File: src/rtl/ysyx_22050019_stage_buf.sv
// Pipeline-stage buffer: payload + commit flag behind a valid/ready handshake, with flush and retire counter.
// Define YSYX_STAGE_SKID_EN for a two-entry skid with a registered in_ready_o; otherwise a single head register.
module ysyx_22050019_stage_buf #(
  parameter int unsigned DATA_W = 169,
  parameter int unsigned CNT_W  = 64
) (
  input  logic              clk,
  input  logic              rst_n,
  input  logic              in_valid_i,
  output logic              in_ready_o,
  input  logic [DATA_W-1:0] in_data_i,
  input  logic              in_commit_i,
  input  logic              flush_i,
  output logic              out_valid_o,
  input  logic              out_ready_i,
  output logic [DATA_W-1:0] out_data_o,
  output logic              out_commit_o,
  output logic              retire_o,
  output logic [CNT_W-1:0]  retire_cnt_o
);

  logic              in_fire;
  logic              out_fire;
  logic              load_head_in;
  logic [DATA_W-1:0] head_data;
  logic              head_commit;

  assign in_fire      = in_valid_i & in_ready_o;
  assign out_fire     = out_valid_o & out_ready_i;
  assign out_data_o   = head_data;
  assign out_commit_o = head_commit;

`ifdef YSYX_STAGE_SKID_EN
  typedef enum logic [1:0] {S_EMPTY, S_ONE, S_TWO} state_t;

  state_t            state_q, state_d;
  logic              ready_q;
  logic              load_skid_in;
  logic              move_skid;
  logic [DATA_W-1:0] skid_data;
  logic              skid_commit;

  assign in_ready_o  = ready_q;
  assign out_valid_o = (state_q != S_EMPTY);

  always_comb begin
    state_d      = state_q;
    load_head_in = 1'b0;
    load_skid_in = 1'b0;
    move_skid    = 1'b0;
    unique case (state_q)
      S_EMPTY: if (in_fire) begin
        state_d      = S_ONE;
        load_head_in = 1'b1;
      end
      S_ONE: begin
        if (in_fire && out_fire) begin
          load_head_in = 1'b1;
        end else if (in_fire) begin
          state_d      = S_TWO;
          load_skid_in = 1'b1;
        end else if (out_fire) begin
          state_d = S_EMPTY;
        end
      end
      S_TWO: if (out_fire) begin
        state_d   = S_ONE;
        move_skid = 1'b1;
      end
      default: state_d = S_EMPTY;
    endcase
    // Flush drops the incoming entry and clears validity; payload registers hold.
    if (flush_i) begin
      state_d      = S_EMPTY;
      load_head_in = 1'b0;
      load_skid_in = 1'b0;
      move_skid    = 1'b0;
    end
  end

  always_ff @(posedge clk or negedge rst_n) begin
    if (!rst_n) begin
      state_q     <= S_EMPTY;
      ready_q     <= 1'b1;
      head_data   <= '0;
      head_commit <= 1'b0;
      skid_data   <= '0;
      skid_commit <= 1'b0;
    end else begin
      state_q <= state_d;
      ready_q <= (state_d != S_TWO);
      if (load_head_in) begin
        head_data   <= in_data_i;
        head_commit <= in_commit_i;
      end else if (move_skid) begin
        head_data   <= skid_data;
        head_commit <= skid_commit;
      end
      if (load_skid_in) begin
        skid_data   <= in_data_i;
        skid_commit <= in_commit_i;
      end
    end
  end
`else
  typedef enum logic {S_EMPTY, S_FULL} state_t;

  state_t state_q, state_d;

  assign out_valid_o = (state_q == S_FULL);
  assign in_ready_o  = ~out_valid_o | out_ready_i;

  always_comb begin
    state_d      = state_q;
    load_head_in = 1'b0;
    if (in_fire) begin
      state_d      = S_FULL;
      load_head_in = 1'b1;
    end else if (out_fire) begin
      state_d = S_EMPTY;
    end
    if (flush_i) begin
      state_d      = S_EMPTY;
      load_head_in = 1'b0;
    end
  end

  always_ff @(posedge clk or negedge rst_n) begin
    if (!rst_n) begin
      state_q     <= S_EMPTY;
      head_data   <= '0;
      head_commit <= 1'b0;
    end else begin
      state_q <= state_d;
      if (load_head_in) begin
        head_data   <= in_data_i;
        head_commit <= in_commit_i;
      end
    end
  end
`endif

  // A head leaving during a flush still counts as delivered.
  always_ff @(posedge clk or negedge rst_n) begin
    if (!rst_n) begin
      retire_o     <= 1'b0;
      retire_cnt_o <= '0;
    end else begin
      retire_o <= out_fire & out_commit_o;
      if (out_fire && out_commit_o) begin
        retire_cnt_o <= retire_cnt_o + CNT_W'(1);
      end
    end
  end

endmodule

File: config.mk
export PLATFORM = sky130hd
export DESIGN_NAME = ysyx_22050019_stage_buf
export DESIGN_NICKNAME = d
export VERILOG_FILES = /design/src/rtl/ysyx_22050019_stage_buf.sv
export SDC_FILE = /design/constraint.sdc
export NUM_CORES = 1
export LEC_CHECK = 0
export ABC_AREA = 1
export CORE_MARGIN = 2
export CORE_UTILIZATION = 40
export DETAILED_ROUTE_END_ITERATION = 8
export DONT_BUFFER_PORTS = 1
export PLACE_DENSITY_LB_ADDON = 0.05
export SETUP_SLACK_MARGIN = 0.05
export SLEW_MARGIN = 20
export SYNTH_ARGS = -nofsm -noshare
export SYNTH_HDL_FRONTEND = slang
export SYNTH_SLANG_ARGS = --single-unit
File: constraint.sdc
create_clock -name clk -period 2 [get_ports clk]
set_clock_uncertainty 0.1 [all_clocks]
set_input_delay 0.4 -clock clk [delete_from_list [all_inputs] [get_ports clk]]
set_output_delay 0.4 -clock clk [all_outputs]
set_load 0.005 [all_outputs]
## Word-level counts from Yosys, hierarchy flattened

Cells that the tools add are included.

- Input port bits: 175
- Output and inout bits: 237
- Logic and storage cells: 18
- Bits in registers: 236

- Bitwise operators: 5
- Add/sub/neg operators: 1
- Reduce and logical (&&, ||, !) cells: 2
- Multiplexer cells: 5

Operator list:

| kind | number |
|---|---|
| adder 64 x 1 -> 64 bit, second input constant | 1 |
| 2-to-1 mux 1 bit | 5 |
| AND 1 bit | 3 |
| nonzero test 3 bit | 1 |
| logical AND 1 bit | 1 |
| inverter 1 bit | 1 |
| OR 1 bit | 1 |

## Depth between registers and ports, before layout

Gate-level depths: netlist (run 1).

- Word-level depth: 5
- Depth in mapped cells: 11

## Least setup slack after synthesis (run 1)

OpenSTA, ideal clock, no wires.

- Path type: register to register
- From: reg retire_cnt_o[1]
- To: reg retire_cnt_o[56]
- Setup slack: 0.427 ns
- Clock period less this slack: 1.573 ns
- Cell stages (with the launch flop): 11
- Setup time: 0.113 ns
- Buffers on the path: 0
- Arrival time: 1.361 ns
- Cell sequence: dfrtp_1 -> ha_1 -> inv_1 -> nor2_1 -> nand2_2 -> nor2_4 -> nand2_1 -> nor2_2 -> nand3_1 -> nand2_1 -> inv_1

- Cells in the longest elaborated chain, start to end: 1

Ends and longest elaborated chain:

| element | RTL line | source |
|---|---|---|
| start, declared | 19 | `output logic [CNT_W-1:0] retire_cnt_o` |
| start signal, assigned | 151 | `retire_cnt_o <= retire_cnt_o + CNT_W'(1);` |
| adder 64 x 1 -> 64 bit | 151 |  |

Every way passes these cells.
A chain may end at the register's enable or synchronous reset.

## Worst setup path after layout (run 1)

- From: reg retire_cnt_o[48]
- To: reg retire_cnt_o[62]

Same word-level chain as after synthesis.

==> key figures, run 1 <==
Logic synthesis
  – Post-synthesis cell type count: 35
  – FFs w/ async S/R, synth: 1.00
  – Register bit total from synthesis: ~240
  – Seq/Total Area, Yosys: 0.572
  – Number of synthesized flops with an enable pin: 0
  – Syn Nets: 1,027
  – Synthesized cell area: approximately 10,000 um2
  – Yosys warning total: 0
  – Top_reg_cell synth: dfrtp_1
  – Cells after Synth: 851
  – Synth Area per Inst: roughly 12 um2

Routing
  – Via count: between 7,000 and 8,000
  – Antenna viol nets, final: 0
  – DR vias/cell: roughly 5
  – WL/cell: between 20 and 25 um
  – Drt pass-1 iters: 4
  – 1st-iter DRT viols: between 400 and 500
  – DRC: 0
  – DRT Wirelength: ~28,000 um

Worst setup path
  – Most used cell, CP: nand2_1
  – CP startpoint kind: flop
  – Crit end category: flop
  – Crit path max-delay cell type: dfrtp_1
  – CP Cell Sequence: inv_1, nor3_1, nand2_1, nor3_1, nand3_1, nand2_1, nand2_1
  – WP buf/inv: 1
  – Crit Path Class: reg2reg
  – Crit-path leading delay family: simple AND/OR/NAND/NOR gates
  – Worst path required time: between 2 and 2.5 ns
  – Maximum fanout along the worst path: 4
  – Critical Path AT: about 2.2 ns
  – Critical Path Max Stage Delay: roughly 0.5 ns

Power and ir drop
  – Pwr dens: 881 nW/um2
  – Lkg Pwr: 5.90 nW
  – Clk pwr share: 0.400
  – P_int: about 9 mW
  – Switching Power: around 2.9 mW
  – Comb power frac: 0.095
  – Sequential power share: 0.505
  – Worst IR Drop VDD: between 0.6 and 0.7 mV
  – Sw frac: 0.242

Timing
  – Hold Fails Final Rpt: 236
  – Post-layout min period: ~1.9 ns
  – Slew margin rel.: 0.465
  – Slew Limit Fails: 0
  – Fmax: about 540 MHz
  – Slew @ Worst Pin: roughly 0.8 ns
  – Setup ws final: between 0.1 and 0.15 ns
  – RSZ-0062 raised after global routing: no
  – Hold slack: -0.542 ns
  – Tcrit/Tclk final: 0.933
  – Setup TNS: 0 ns
  – Setup-failing EPs final: 0

CTS
  – H-tree Lvls: 1
  – Clk sinks: roughly 240
  – Clk slew on worst S/H paths: 0.06 ns
  – CTS Hold Buffers Added: 172
  – TritonCTS Buffers: 26
  – CTS tree: done
  – Clock buffer depth: 3
  – Clk Latency, worst-skew pair: 0.53 ns
  – Root buf cell: clkbuf_16

Finish
  – Fin nets: about 1,200
  – Util after Layout: 0.533
  – Design area: ~13,000 um2
  – Layout area overhead: 30.5%
  – Fraction of layout cells with a size suffix above 1: 0.207
  – N_diodes: 0

Outcome
  – Failing checks: negative hold slack
  – Status: finished with violations

Floorplanning
  – Core area: around 25,000 um2
  – IO Pins: between 400 and 500
  – Effective utilization at floorplan: 0.409
  – DIE WIDTH: ~160 um
  – Die area: around 27,000 um2
  – # rows: a little under 60
  – Die height: 165 um

Global routing
  – Vias in the first global route: between 7,000 and 8,000
  – First-pass GRT wire length: around 42,000 um
  – Initial antenna violation count: 0
  – Global route total overflow: 0
  – Largest net degree at the start of global routing: 237
  – Total Routing Usage GR: 0.199

Flow run
  – Max capacitance violation total: 0

Place
  – Routability Congestion: between 0.8 and 0.9
  – Place WS: 0.155 ns
  – Dpl cell area: ~11,000 um2
  – Number of port buffers: 0
  – Hpwl dp: just over 20,000 um

Min path
  – Hold Crit Class: in2async
==> power by group through the flow <==
stage / sequential, mW / combinational, mW / clock [mW]
3_5_place_dp: 6.08 / 0.860 / 0
5_1_grt: 6.07 / 1.24 / 5.11
3_3_place_gp: 6.08 / 0.807 / 0
4_1_cts: 6.00 / 1.13 / 4.88
2_1_floorplan: 5.88 / 0.650 / 0
6_report: 6.00 / 1.13 / 4.75
==> cell families after synthesis <==
kind of cell | share of synthesized area
AND/OR/NAND/NOR | 0.163
flip-flops | 0.572
multiplexers | 0.186
buffers and inverters | 0.0336
XOR/XNOR | 0.0416
AO/OA/AOI/OAI | 0.00279
adder cells (fa/ha/maj) | 0.00121
==> synth_stat cells (2+ instances only) <==
library cell,instances,area share
and2_1,2,0.0012
buf_2,7,0.0034
buf_4,9,0.0065
buf_6,3,0.0033
dfrtp_1,236,0.57
inv_1,51,0.019
inv_2,4,0.0015
mux2_1,100,0.11
mux2_2,70,0.076
nand2_1,117,0.043
nand2_2,22,0.013
nand2_4,5,0.0055
nand3_1,26,0.013
nand3_2,6,0.0058
nand3b_1,3,0.0022
nand4_1,17,0.010
nor2_1,65,0.024
nor2_2,14,0.0085
nor2_4,17,0.019
nor2_8,3,0.0058
nor3_1,13,0.0063
xnor2_1,23,0.020
xor2_1,26,0.022
==> repair_timing <==
| item | CTS | global route |
|---|---|---|
| resized for setup | 0 | 6 |
| setup endpoints to repair | 0 | 12 |
| buffers inserted | 0 | 4 |
| endpoints found under the hold margin | 407 | 236 |
==> per-layer routing <==
layer	routed length, um	global-route usage
met4	633	0.0490
met1	10200	0.223
met5	0	0
met2	14800	0.370
met3	2660	0.0588
==> flip-flops by register name (all words and copies together) (netlist names) <==
| signal | flops |
|---|---|
| retire_cnt_o | 64 |
| out_commit_o | 1 |
| retire_o | 1 |
| out_valid_o | 1 |
| out_data_o | 169 |
==> worst paths after layout <==
path                                  start                to  slack, ns  cells past startpoint
setup / recovery           retire_cnt_o[48]  retire_cnt_o[62]       0.13                      7
hold reg to reg            retire_cnt_o[63]  retire_cnt_o[63]       0.42                      1
max in group asynchronous             rst_n       out_valid_o       1.61                      0
hold / removal                        rst_n  retire_cnt_o[12]      -0.54                      0
min in group clk                out_ready_i   retire_cnt_o[0]       0.06                      2
setup reg to reg           retire_cnt_o[48]  retire_cnt_o[62]       0.13                      7
==> cells in the final DEF, fill, tap and decap left out, drive strengths merged <==
cell type      n
a21oi          1
and2           2
and3           1
buf           29
bufinv         2
clkbuf        34
clkinv         7
clkinvlp       3
dfrtp        236
dlygate4sd3  172
ha             1
inv           55
mux2         170
nand2        144
nand3         32
nand3b         4
nand4         19
nor2          99
nor3          14
nor4           1
o21ai          1
o21bai         2
xnor2         23
xor2          26
==> final cells by class <==
type / count / area (um2)
clock buffers: 34 / 742
clock inverters: 11 / 113
fillers: 2130 / 11800
well taps: 330 / 413
flip-flops and latches: 236 / 5910
multi-input cells: 540 / 4090
inverters: 56 / 210
repair buffers: 201 / 1990
==> stage by stage <==
| stage | power, mW | std cells |
|---|---|---|
| 2_1_floorplan | 6.53 | 851 |
| 3_3_place_gp | 6.89 | 1187 |
| 3_5_place_dp | 6.94 | 1187 |
| 4_1_cts | 12.0 | 1404 |
| 5_1_grt | 12.4 | 1408 |
| 6_report | 11.9 | 1408 |
Note: power is estimated with default switching activity, not from simulation.
==> run 2: changes to the inputs <==
--- a/config.mk
+++ b/config.mk
@@ -7,7 +7,7 @@
 export LEC_CHECK = 0
 export ABC_AREA = 1
 export CORE_MARGIN = 2
-export CORE_UTILIZATION = 40
+export CORE_UTILIZATION = 30
 export DETAILED_ROUTE_END_ITERATION = 8
 export DONT_BUFFER_PORTS = 1
 export PLACE_DENSITY_LB_ADDON = 0.05
==> key figures, run 2 (synthesis results as in run 1) <==
Worst setup path
  – FF-to-FF Start: out_valid_o
  – CP startpoint kind: flop
  – Worst r2r path cells: 7 (unchanged)
  – Worst path required time: 2.31 ns (about the same)
  – Crit path max-delay cell type: dfrtp_1
  – Critical Path Max Stage Delay: 0.43 ns (-0.07 ns)
  – Reg2Reg Setup Slack: 0.18 ns (+0.04 ns)
  – R2r endpoint: retire_cnt_o[46]
  – Crit path capture: retire_cnt_o[46]
  – Crit Path Class: reg2reg
  – CP Cell Sequence: nand2_2, nor2_4, buf_4, nand3_1, nor2_1, nand2_1, xnor2_1
  – Maximum fanout along the worst path: 5 (+1)
  – Worst setup path start: out_valid_o
  – Crit end category: flop
  – Critical Path AT: 2.14 ns (-0.05 ns)

Timing
  – Post-layout min period: 1.82 ns (-0.0438 ns)
  – Slew Limit Fails: 0 (unchanged)
  – RSZ-0062 raised after global routing: no
  – Fmax: 549 MHz (+2.4%)
  – Slew margin rel.: 0.688 (+0.223)
  – Setup-failing EPs final: 0 (unchanged)
  – Slew @ Worst Pin: 0.469 ns (-0.335 ns)
  – Setup TNS: 0 ns (unchanged)
  – Hold Fails Final Rpt: 236 (unchanged)
  – Hold slack: -0.540 ns (+0.00250 ns)
  – Tcrit/Tclk final: 0.911 (-0.0219)

Finish
  – Design area: 13,800 um2 (+2.1%)
  – Fraction of layout cells with a size suffix above 1: 0.215 (+0.00853)
  – Commonest non-fill, non-tap cells in the layout: dfrtp_1, dlygate4sd3_1, nand2_1
  – Fin nets: 1,245 (+0.65%)
  – Cell Count, Final, Fillers Out: 1,539 (+9.3%)
  – N_diodes: 0 (unchanged)
  – Commonest non-fill, non-tap cell in the layout: dfrtp_1
  – Max FFs per register: 169 (unchanged)
  – Layout area overhead: 33.3%

Routing
  – Via count: 7,041 (+0.26%)
  – Metal2 WL: 15,300 um (+3.6%)
  – 1st-iter DRT viols: 237 (-44%)
  – Drt pass-1 iters: 4 (unchanged)
  – Wl on met1: 11,400 um (+12%)
  – DRC: 0 (unchanged)
  – WL/cell: 19.7 um (-1.9%)
  – Met3 wire length: 2540 um (-4.7%)
  – Highest metal used: met4
  – Antenna viol nets, final: 0 (unchanged)
  – DR vias/cell: 4.58 (-8.3%)
  – DRT Wirelength: 30,300 um (+7.2%)

Global routing
  – Total Routing Usage GR: 0.163 (-0.0364)
  – Global route total overflow: 0 (unchanged)
  – Largest net degree at the start of global routing: 237 (unchanged)
  – Initial antenna violation count: 0 (unchanged)
  – Vias in the first global route: 7,683 (+3.2%)
  – First-pass GRT wire length: 45,600 um (+8.7%)

CTS
  – Root buf cell: clkbuf_16
  – Clk slew on worst S/H paths: 0.06 ns (about the same)
  – Clk Latency, worst-skew pair: 0.54 ns (about the same)
  – H-tree Lvls: 1 (unchanged)
  – TritonCTS Buffers: 28 (+7.7%)
  – Clock buffer depth: 3 (unchanged)
  – CTS tree: done
  – CTS Hold Buffers Added: 172 (unchanged)
  – Clk sinks: 236 (unchanged)

Power and ir drop
  – Clk pwr share: 0.425 (+0.025)
  – Lkg Pwr: 6.00 nW (+1.7%)
  – Worst IR Drop VDD: 0.601 mV (-9.9%)
  – Pwr dens: 906 nW/um2 (+2.8%)
  – Final total power: 12.5 mW (+4.9%)
  – P_int: 9.37 mW (+4.2%)
  – Switching Power: 3.08 mW (+7.2%)
  – Sw frac: 0.248 (+0.00531)
  – Sequential power share: 0.481 (-0.024)
  – Comb power frac: 0.094 (about the same)

Floorplanning
  – # rows: 67 (+16%)
  – Effective utilization at floorplan: 0.306 (-0.102)
  – DIE WIDTH: 189 um (+15%)
  – Die area: 35,900 um2 (+32%)
  – Core area: 33,700 um2 (+33%)
  – Die height: 189 um (+15%)
  – IO Pins: 412 (unchanged)

Outcome
  – Failing checks: negative hold slack
  – Status: finished with violations

Min path
  – Hold Crit Class: in2async

Flow run
  – Max capacitance violation total: 0 (unchanged)

Place
  – Dpl cell area: 11,000 um2 (+1.6%)
  – Number of port buffers: 0 (unchanged)
  – Routability Congestion: 0.836 (+0.58%)
  – Dpl cells: 1,312 (+11%)
  – Hpwl dp: 22,200 um (+8.2%)
run 2: cell types whose count changed in the layout (fill, tap and decap cells not counted), moves of 2 or more:
cell / before / now
clkbuf_8: 4 / 1
clkinv_4: 0 / 5
buf_4: 25 / 32
clkinv_2: 6 / 9
clkbuf_16: 27 / 29
bufinv_16: 2 / 4
clkinvlp_4: 3 / 1
buf_12: 4 / 2
run 2: how the worst min path moves through the flow:
stage               start              end  slack, ns  cells past startpoint
detailed placement  rst_n   out_data_o[42]      0.009                      0
global placement    rst_n   out_data_o[42]       0.01                      0
floorplan           rst_n     out_commit_o      0.004                      0
finish              rst_n   out_data_o[45]      -0.54                      0
global route        rst_n  out_data_o[156]      -0.57                      0
CTS                 rst_n   out_data_o[12]      -0.58                      0
run 2: through the flow:
step / hold WS (ns) / worst slack, ns / utilization
after floorplan: 0.00441 / 0.427 / -
after global placement: 0.00978 / 0.124 / 0.327
after detailed placement: 0.00946 / 0.0728 / 0.327
after CTS: -0.581 / 0.0516 / 0.407
after global routing: -0.570 / 0.0537 / 0.408
final: -0.540 / 0.179 / 0.408
run 2: worst max-delay path: cells and delay by family (launching register included):
kind,cells,cell delay [ns]
simple gates,5,0.87
flops,1,0.43
buf+inv,1,0.15
xor+xnor,1,0.15
run 2: layout make-up:
class / count / area (um2)
flip-flops and latches: 236 / 5910
clock buffers: 32 / 747
inverters: 56 / 210
clock inverters: 20 / 225
repair buffers: 206 / 2000
well taps: 448 / 561
fillers: 3213 / 19900
multi-input cells: 541 / 4100
run 2: what timing repair did:
item,4_1_cts,5_1_grt
hold endpoints to repair,407,236
gates resized for setup,0,5
setup endpoints to repair,0,7
setup buffers,0,2
run 2: power by group through the flow:
stage	registers [mW]	clock network, mW	logic (mW)
2_1_floorplan	5.88	0	0.650
3_3_place_gp	6.10	0	0.882
3_5_place_dp	6.08	0	0.908
4_1_cts	6.00	5.51	1.18
5_1_grt	6.06	5.71	1.28
6_report	5.99	5.29	1.17
run 2: layer usage:
layer,vias to the layer above,track usage
met1,3440,0.181
li1,3248,-
met3,53,0.0495
met4,0,0.0558
met2,300,0.295
met5,-,0
